[config.mk]
export PLATFORM = sky130hd
export DESIGN_NAME = id_ex_alu_driver
export DESIGN_NICKNAME = d
export VERILOG_FILES = /design/src/rtl/id_ex_alu_driver.sv
export SDC_FILE = /design/constraint.sdc
export NUM_CORES = 1
export LEC_CHECK = 0
export ABC_AREA = 1
export BUFFER_PORTS_ARGS = -buffer_cell sky130_fd_sc_hd__buf_2
export CAP_MARGIN = 10
export CORE_MARGIN = 1.5
export CORE_UTILIZATION = 52
export DETAILED_ROUTE_END_ITERATION = 7
export PLACE_DENSITY = 0.91
export SETUP_SLACK_MARGIN = 0.3
export SYNTH_ARGS = -nofsm -noshare
export SYNTH_HDL_FRONTEND = slang
export SYNTH_SLANG_ARGS = --single-unit
[constraint.sdc]
create_clock -name clk -period 2.7 [get_ports clk]
set_input_delay 0.135 -clock clk [delete_from_list [all_inputs] [get_ports clk]]
set_output_delay 0.135 -clock clk [all_outputs]
set_load 0.02 [all_outputs]
[src/rtl/id_ex_alu_driver.sv]
// ID/EX pipeline register: decodes the ALU operation at capture and forwards EX/MEM, MEM/WB results into the operands.
// Latency: one clk from ID capture to outputs; forwarding muxes are combinational. stall holds, flush/reset insert a bubble.
module id_ex_alu_driver #(
  parameter int FWD_EN = 1
) (
  input  logic        clk,
  input  logic        reset,
  input  logic        id_valid,
  input  logic        stall,
  input  logic        flush,
  input  logic [1:0]  id_alu_op,
  input  logic [5:0]  id_funct,
  input  logic        id_alu_src,
  input  logic        id_reg_write,
  input  logic [4:0]  id_rs,
  input  logic [4:0]  id_rt,
  input  logic [4:0]  id_rd_dst,
  input  logic [31:0] id_rs_data,
  input  logic [31:0] id_rt_data,
  input  logic [15:0] id_imm,
  input  logic        exmem_reg_write,
  input  logic [4:0]  exmem_rd,
  input  logic [31:0] exmem_result,
  input  logic        memwb_reg_write,
  input  logic [4:0]  memwb_rd,
  input  logic [31:0] memwb_result,
  output logic [31:0] Read_data_1,
  output logic [31:0] Data_2,
  output logic [2:0]  ALU_control,
  output logic        ex_valid,
  output logic        ex_reg_write,
  output logic [4:0]  ex_rd,
  output logic [31:0] ex_store_data,
  output logic        illegal_funct
);
  localparam logic [2:0] ALU_AND = 3'd0;
  localparam logic [2:0] ALU_OR  = 3'd1;
  localparam logic [2:0] ALU_ADD = 3'd2;
  localparam logic [2:0] ALU_SUB = 3'd6;
  localparam logic [2:0] ALU_SLT = 3'd7;

  logic [2:0]  dec_code;
  logic        dec_illegal;
  logic [2:0]  ex_code;
  logic        ex_alu_src;
  logic [4:0]  ex_rs;
  logic [4:0]  ex_rt;
  logic [31:0] ex_rs_data;
  logic [31:0] ex_rt_data;
  logic [31:0] ex_imm;
  logic [31:0] rs_fwd;
  logic [31:0] rt_fwd;
  logic        exmem_ok;
  logic        memwb_ok;

  always_comb begin
    dec_code    = ALU_ADD;
    dec_illegal = 1'b0;
    case (id_alu_op)
      2'b00: dec_code = ALU_ADD;
      2'b01: dec_code = ALU_SUB;
      2'b11: dec_code = ALU_OR;
      default: begin
        case (id_funct)
          6'b100000: dec_code = ALU_ADD;
          6'b100010: dec_code = ALU_SUB;
          6'b100100: dec_code = ALU_AND;
          6'b100101: dec_code = ALU_OR;
          6'b101010: dec_code = ALU_SLT;
          default:   dec_illegal = 1'b1;
        endcase
      end
    endcase
  end

  // Reset and flush both load a bubble and outrank stall.
  always_ff @(posedge clk) begin
    if (reset || flush) begin
      ex_valid      <= 1'b0;
      ex_reg_write  <= 1'b0;
      ex_rd         <= 5'd0;
      illegal_funct <= 1'b0;
      ex_code       <= ALU_ADD;
      ex_alu_src    <= 1'b0;
      ex_rs         <= 5'd0;
      ex_rt         <= 5'd0;
      ex_rs_data    <= 32'd0;
      ex_rt_data    <= 32'd0;
      ex_imm        <= 32'd0;
    end else if (!stall) begin
      ex_valid      <= id_valid;
      ex_reg_write  <= id_reg_write & id_valid & ~dec_illegal;
      ex_rd         <= id_rd_dst;
      illegal_funct <= dec_illegal;
      ex_code       <= dec_code;
      ex_alu_src    <= id_alu_src;
      ex_rs         <= id_rs;
      ex_rt         <= id_rt;
      ex_rs_data    <= id_rs_data;
      ex_rt_data    <= id_rt_data;
      ex_imm        <= {{16{id_imm[15]}}, id_imm};
    end
  end

  assign exmem_ok = (FWD_EN != 0) && exmem_reg_write && (exmem_rd != 5'd0);
  assign memwb_ok = (FWD_EN != 0) && memwb_reg_write && (memwb_rd != 5'd0);

  // EX/MEM is the younger result, so it is checked first.
  always_comb begin
    rs_fwd = ex_rs_data;
    if (exmem_ok && exmem_rd == ex_rs)      rs_fwd = exmem_result;
    else if (memwb_ok && memwb_rd == ex_rs) rs_fwd = memwb_result;
    rt_fwd = ex_rt_data;
    if (exmem_ok && exmem_rd == ex_rt)      rt_fwd = exmem_result;
    else if (memwb_ok && memwb_rd == ex_rt) rt_fwd = memwb_result;
  end

  assign Read_data_1   = ex_valid ? rs_fwd : 32'd0;
  assign ex_store_data = ex_valid ? rt_fwd : 32'd0;
  assign Data_2        = !ex_valid ? 32'd0 : (ex_alu_src ? ex_imm : rt_fwd);
  assign ALU_control   = ex_valid ? ex_code : ALU_ADD;

endmodule

# Word-level counts from Yosys, hierarchy flattened
# Index checks and enable logic that the tools add are counted.
# word_totals
regBits	102
latchBits	0
mem_bits_rw	0
romBits	0
in_bits	186
out_inout_bits	107
word_cells	50
mem_count	0
# op_classes
n_addsub	0
n_mul	0
n_div	0
n_lt_le_gt_ge	0
eq_ne	11
shift	0
muxes	13
bitwise	3
reduce_logical	12
# op_table
op	count
$mux W32	8
$eq A6 B6 Y1 const B	5
$eq A5 B5 Y1	4
$pmux W3 S4	1
$reduce_bool A5 Y1	2
$pmux W3 S3	1
$logic_and A1 B1 Y1	6
$reduce_or A5 Y1	1
$mux W3	1
$reduce_or A3 Y1	1
$and A1 B1 Y1	2
$eq A2 B1 Y1 const B	1
$eq A2 B2 Y1 const B	1
$logic_not A2 Y1	1
$mux W1	2
$logic_or A1 B1 Y1	1
$not A1 Y1	1

# Logic depth before layout (Yosys ltp)
# Gate-level depths: netlist (run 1).
# logic_depth
word_depth	7
depth_mapped	12
mapped_depth_nobuf	11

# Worst setup path after synthesis (run 1)
# Ideal clock, no wire load.
# synth_timing
kind	flip-flop to output port
startpoint	register ex_rt[0]
endpoint	output port ex_store_data[10]
arrival_ps	1488
setup_slack_ps	1077
path_stages_with_launch	7
path_cell_list	dfxtp_1 xnor2_1 nand2_1 nor3_2 buf_2 nand3_1 a21oi_1
# synth_between
elab_chain_cells	5
elab_cells_between_ends	7
cone_classes	eq/ne: 2; mux: 3; reduce/logical: 2
# synth_rtl
element	line	rtl
from (decl)	47	logic [4:0] ex_rt;
from (signal assigned)	98	ex_rt <= id_rt;
$eq A5 B5 Y1	115	else if (memwb_ok && memwb_rd == ex_rt) rt_fwd = memwb_result;
$logic_and A1 B1 Y1	115	
$mux W32	115	
$mux W32 *	114	if (exmem_ok && exmem_rd == ex_rt) rt_fwd = exmem_result;
$mux W32 *	119	assign ex_store_data = ex_valid ? rt_fwd : 32'd0;
to (decl)	33	output logic [31:0] ex_store_data,
# Every way passes the cells marked *; elsewhere a longest branch is shown, timed or not.

# Final worst setup path (run 1)
# layout_timing
startpoint	register ex_rt[4]
endpoint	output port Data_2[14]
# layout_between
elab_chain_cells	6
elab_cells_between_ends	8
cone_classes	eq/ne: 2; mux: 4; reduce/logical: 2
# layout_rtl
element	line	rtl
$eq A5 B5 Y1	115	
$logic_and A1 B1 Y1	115	
$mux W32	115	
$mux W32 *	114	
$mux W32 * (2 in a row)	120	assign Data_2 = !ex_valid ? 32'd0 : (ex_alu_src ? ex_imm : rt_fwd);
to (decl)	28	output logic [31:0] Data_2,
# Marked as above.

==> summary.txt, run 1 <==
Run status
  • Status: complete, no violations

Setup path
  • Worst EP required: 2.57 ns
  • WP buf/inv: 3
  • Critical path launch point: ex_rt[4]$_SDFFE_PP0N_
  • CP cell instances: xor2_1, nor2_4, buf_4, nand4_1, nand3_2, nand3_1, nand2_1, inv_1, buf_2
  • Critical path class: register to output port
  • CP delay by family, top: simple AND/OR/NAND/NOR gates
  • Worst path arrival time: 2.21 ns
  • R2r startpoint: ex_valid$_SDFFE_PP0N_
  • Crit path launch type: register
  • Max incr delay on CP: between 0.3 and 0.4 ns
  • CP endpoint kind: output port
  • CP Max Fanout: 32
  • Slowest CP cell: buf_4

Synthesis
  • Synth area leaders: dfxtp_1 (31%), nand2_1 (15%), nand3_1 (11%)
  • Most numerous cell in the Yosys netlist: nand2_1
  • Top-area cell type share of the netlist area: 30.8%
  • Syn Nets: 1293
  • Mapped Cells: around 1100
  • Sequential element share of the synthesized area: 30.8%
  • Synth area leader: dfxtp_1
  • Avg Cell Area, Syn: 5.99 um^2
  • Prevailing post-synth register cell: dfxtp_1
  • Top cells by count, synth: nand2_1 (269), inv_1 (170), nand3_1 (151)
  • Synth async-reset ratio: 0%
  • Synth Register Bits: between 100 and 150
  • Ys Warns: 0
  • Post-synthesis cell type count: 27
  • Netlist Area Pre-Place: 6630 um^2
  • Post-synth EDFFs: 0

Floorplan
  • Initial Util: 53.0%
  • Core Box Area: 12500 um^2
  • Row count: 41
  • DIE WIDTH: 116 um
  • Io pins: 293
  • Die ar.: between 10000 and 15000 um^2
  • Height of the die: 116 um

Placed design
  • Placer Congestion: 0.922
  • Cells after DPL: ~1500
  • Port Buffers: 292
  • Post-DP HPWL: 16.7 mm

STA
  • Final Hold Viols: 0
  • Slew Limit Fails: 0
  • Final period util: 86.9%
  • Rel. slew slack: around half
  • Tmin final: ~2.3 ns
  • Clock Skew: 0 ns
  • # setup viols final: 0
  • RSZ-0062 raised after global routing: yes
  • TNS Setup: 0 ns
  • Worst-Margin Slew: 0.760 ns
  • Max Freq: 426 MHz

Power
  • Total power: 0.00367 W
  • VDD IR max: 336 uV
  • Gate power share: 19.2%
  • LEAKAGE: 5.11 nW
  • Power Internal: 0.00257 W
  • Net switching power: 0.00111 W
  • Sequential cell fraction of total power: between 40% and 50%
  • Clock share of power: 37.8%
  • Net switching fraction of the power: 30.1%
  • Power Density: 428 nW/um^2

CTS
  • Clock H-tree levels: 3
  • Clk buf depth: 2
  • Num Clock Sinks: 102
  • Worst-skew pair later-pin latency: between 0.3 and 0.4 ns
  • Root buffer cell: clkbuf_16
  • TritonCTS clock tree: done
  • Clock transition at path regs: ~0.080 ns
  • Total CTS buffers: 9

Global routing
  • Number of global-route vias before repair: 7405
  • First-pass GRT wire length: 36.1 mm
  • Largest net degree at the start of global routing: 80
  • Global route total overflow: 0
  • Initial antenna violation count: 0
  • Tot GR Track Use: 34.3%

Detailed routing
  • Vias: approximately 8500
  • Final ANT Viol Nets: 0
  • DR pass1 iterations: 6
  • Total Wirelength: 24.1 mm
  • Iter 0 DRT Violations: roughly 860
  • Residual DRC: 0
  • Vias/cell: between 5 and 6
  • WL/cell: 15.7 um

Cells and area
  • Area Overhead vs Synth: 29.5%
  • Post-Layout Cell Count: 1538
  • Ant. Diodes: 0
  • Share of post-route cells with drive strength above 1: 27.1%
  • Final Util: approximately 69%
  • Nets@finish: 1547

Worst hold path
  • Hold Crit Start: id_rs[4]
  • HP Class: input pin to register

Job
  • Number of max-cap violations: 0
-- registers in the layout, summed over array words and instances (netlist names) --
name           cells
ex_alu_src         1
ex_code            3
ex_imm            16
ex_rd              5
ex_reg_write       1
ex_rs              5
ex_rs_data        32
ex_rt              5
ex_rt_data        32
ex_valid           1
illegal_funct      1
-- per-stage QoR --
stage	cell area (um^2)	hold slack (ns)	worst slack (ns)
after floorplan	6630	0.279	1.08
after global placement	8180	0.385	0.718
after detailed placement	8180	0.390	0.661
after CTS	8510	0.0166	0.283
after global routing	8590	0.0218	0.269
final	8590	0.0274	0.354
-- worst paths after layout --
check                                                    to  slack [ns]  cells past startpoint
worst max-delay path                             Data_2[14]        0.35                      9
worst min-delay path                  ex_rs[4]$_SDFFE_PP0N_        0.03                      3
worst max register to register        ex_valid$_SDFFE_PP0N_        1.65                      3
worst min register to register  ex_rt_data[13]$_SDFFE_PP0N_        0.46                      2
-- power groups by stage --
stage                     clock network (W)  registers [W]  logic [W]
after floorplan                           0        0.00162   0.000375
after global placement                    0        0.00161   0.000664
after detailed placement                  0        0.00162   0.000673
after CTS                           0.00140        0.00158   0.000679
after global routing                0.00146        0.00159   0.000762
final                               0.00139        0.00158   0.000704
-- per-layer routing --
metal  track usage (%)  wire, um  vias to the layer above
li1                  -         -                     4045
met1              43.3      9340                     3764
met2              57.0     11300                      601
met3              6.85      2660                       83
met4              14.6       821                        0
met5                 0         0                        -
-- cells by family (layout without fill, tap and decap cells) --
group                     after synthesis  after routing  share of synthesized area, %
AOI/OAI and AO/OA                     208            208                          15.8
and+or+nand+nor                       523            523                          35.7
DFF                                   102            102                          30.8
xor gates and xnor gates               19             19                          2.51
buffers and inverters                 255            514                          15.2
-- final cells by class --
type,count,area [um^2]
fillers,1135,3930
multi-input cells,750,3640
clock buffers,10,239
flip-flops and latches,102,2040
well taps,172,215
clock inverters,6,76.3
inverters,173,649
repair buffers,325,1730
-- tightest hold or removal path: cells and delay by family --
| family | cells | cell delay (ns) |
|---|---|---|
| AO/OA/AOI/OAI | 1 | 0.05 |
| buffers and inverters | 1 | 0.09 |
| AND/OR/NAND/NOR | 1 | 0.05 |
-- cell usage in the layout (no fill, tap or decap), types with 5 or more instances in the layout --
master       n
nand3_1    151
buf_4       31
xnor2_1      7
xor2_1      12
dfxtp_1    102
inv_1      168
a21oi_1    135
inv_2        5
nor2_1      42
o21ai_0     71
nand2_1    269
nand3_2     10
nand4_1     36
buf_2      291
clkbuf_16    9
nor2_4       5
-- repair_timing --
action	CTS	global route
pin swaps	0	3
endpoints found under the hold margin	0	0
setup endpoints to repair	14	65
hold buffers	0	0
resized for setup	2	3
setup buffers	0	7
Power figures use the tool's default switching activity.
==> run 2: changes to the inputs <==
--- a/config.mk
+++ b/config.mk
@@ -11,7 +11,7 @@
 export CORE_MARGIN = 1.5
 export CORE_UTILIZATION = 52
 export DETAILED_ROUTE_END_ITERATION = 7
-export PLACE_DENSITY = 0.91
+export PLACE_DENSITY_LB_ADDON = 0.12
 export SETUP_SLACK_MARGIN = 0.3
 export SYNTH_ARGS = -nofsm -noshare
 export SYNTH_HDL_FRONTEND = slang
==> summary.txt, run 2 (synthesis gave the netlist of run 1 again) <==
Run status
  • Status: complete, no violations

Setup path
  • R2r startpoint: ex_valid$_SDFFE_PP0N_
  • Max incr delay on CP: 0.38 ns (about the same)
  • Crit path launch type: register
  • CP Max Fanout: 21 (-34%)
  • Slowest CP cell: dfxtp_1
  • CP endpoint kind: output port
  • Critical path launch point: ex_rt[0]$_SDFFE_PP0N_
  • WP buf/inv: 3 (unchanged)
  • CP delay by family, top: simple AND/OR/NAND/NOR gates
  • Critical path class: register to output port
  • Worst EP required: 2.57 ns (about the same)
  • CP cell instances: xnor2_1, nand2_1, nor3_4, buf_4, nand3_1, nand3_1, nand2_1, inv_1, buf_2
  • Worst path arrival time: 2.12 ns (-0.09 ns)

Detailed routing
  • Vias/cell: 5.37 (-2.8%)
  • Iter 0 DRT Violations: 782 (-9.3%)
  • Total Wirelength: 23.8 mm (-1.3%)
  • Residual DRC: 0 (unchanged)
  • Final ANT Viol Nets: 0 (unchanged)
  • Vias: 8227 (-3.1%)
  • WL/cell: 15.5 um (-1.0%)
  • DR pass1 iterations: 5 (-1)

Job
  • Number of max-cap violations: 0 (unchanged)

Floorplan
  • Io pins: 293 (unchanged)
  • Core Box Area: 12500 um^2 (unchanged)
  • Initial Util: 53.0% (unchanged)
  • Die ar.: 13400 um^2 (unchanged)
  • DIE WIDTH: 116 um (unchanged)
  • Row count: 41 (unchanged)
  • Height of the die: 116 um (unchanged)

Placed design
  • Port Buffers: 292 (unchanged)
  • Placer Congestion: 0.896 (-2.9%)
  • Post-DP HPWL: 15.9 mm (-4.4%)
  • DP Area: 8150 um^2 (-0.34%)
  • Cells after DPL: 1508 (-0.46%)

STA
  • Worst-Margin Slew: 1.22 ns (+0.455 ns)
  • Final period util: 83.4% (-3.5 points)
  • TNS Setup: 0 ns (unchanged)
  • Rel. slew slack: 18.9% (-30 points)
  • Slew Limit Fails: 0 (unchanged)
  • Tmin final: 2.25 ns (-0.0934 ns)
  • Clock Skew: 0 ns (unchanged)
  • RSZ-0062 raised after global routing: no
  • # setup viols final: 0 (unchanged)
  • Max Freq: 444 MHz (+4.1%)
  • Final hold slack: 0.0265 ns (-0.000861 ns)
  • Final Hold Viols: 0 (unchanged)

CTS
  • Worst-skew pair later-pin latency: 0.34 ns (about the same)
  • Clock H-tree levels: 3 (unchanged)
  • Hold buffers post-CTS: 0 (unchanged)
  • TritonCTS clock tree: done
  • Total CTS buffers: 9 (unchanged)
  • Clk buf depth: 2 (unchanged)
  • Num Clock Sinks: 102 (unchanged)
  • Clock transition at path regs: 0.07 ns (about the same)
  • Root buffer cell: clkbuf_16

Global routing
  • Tot GR Track Use: 33.6% (-0.68 points)
  • Global route total overflow: 0 (unchanged)
  • First-pass GRT wire length: 35.2 mm (-2.4%)
  • Number of global-route vias before repair: 7151 (-3.4%)
  • Initial antenna violation count: 4 (+4)
  • Largest net degree at the start of global routing: 136 (+70%)

Cells and area
  • Nets@finish: 1537 (-0.65%)
  • Area Overhead vs Synth: 29.3%
  • Most frequent cells in the layout: buf_2 (291), nand2_1 (269), inv_1 (168)
  • Final Util: 68.5% (-0.090 points)
  • Post-Layout Cell Count: 1533 (-0.33%)
  • Filler instances: 1244 (+9.6%)
  • Share of post-route cells with drive strength above 1: 26.5% (-0.54 points)
  • Commonest non-fill, non-tap cell in the layout: buf_2
  • Largest registers: ex_rs_data: 32 flops, ex_rt_data: 32 flops, ex_imm: 16 flops
  • Fin area: 8580 um^2 (-0.13%)

Worst hold path
  • HP Class: input pin to register
  • Hold Crit Start: id_rs_data[26]

Power
  • Power Density: 430 nW/um^2 (+0.65%)
  • VDD IR max: 271 uV (-19%)
  • LEAKAGE: 5.07 nW (-0.64%)
-- run 2: timing repair --
item | in CTS | in global routing
gates resized for setup | 2 | 6
pin swaps | 0 | 1
setup endpoints to repair | 64 | 74
cloned | 0 | 1
buffers inserted | 0 | 3
-- run 2: power breakdown --
group	internal, W	switching (W)
sequential	0.00156	0.0000237
combinational	0.000246	0.000442
clock	0.000835	0.000587
-- run 2: worst min-delay path, cell delays in order --
cell and delay (ns):
buf_2 0.09, nand2_1 0.05, a21oi_1 0.05
-- run 2: stage by stage --
step	worst slack [ns]	power, W
2_1_floorplan	1.08	0.00199
3_3_place_gp	0.555	0.00227
3_5_place_dp	0.508	0.00228
4_1_cts	0.332	0.00369
5_1_grt	0.300	0.00385
6_report	0.448	0.00369
-- run 2: layer usage --
layer | vias to the layer above | track usage, % | wire length, um
li1 | 4035 | - | -
met3 | 57 | 4.97 | 2460
met5 | - | 0 | 0
met2 | 490 | 55.5 | 11100
met1 | 3645 | 43.9 | 9500
met4 | 0 | 14.2 | 767
-- run 2: worst paths after layout --
check                                                   end  slack (ns)  depth (start not counted)
worst min register to register  ex_rt_data[12]$_SDFFE_PP0N_        0.46                          2
worst max-delay path                             Data_2[14]        0.45                          9
worst min-delay path            ex_rs_data[26]$_SDFFE_PP0N_        0.03                          3
worst max register to register        ex_valid$_SDFFE_PP0N_        1.63                          3
-- run 2: cell type report --
cell class / instances / area [um^2] / area share [%]
antenna: 5 / 12.5 / 0.146
inverter: 173 / 649 / 7.57
clock buffer: 10 / 239 / 2.79
timing repair buffer: 314 / 1680 / 19.6
sequential: 102 / 2040 / 23.8
tap: 172 / 215 / 2.51
multi-input combinational: 751 / 3650 / 42.6
clock inverter: 6 / 85.1 / 0.992
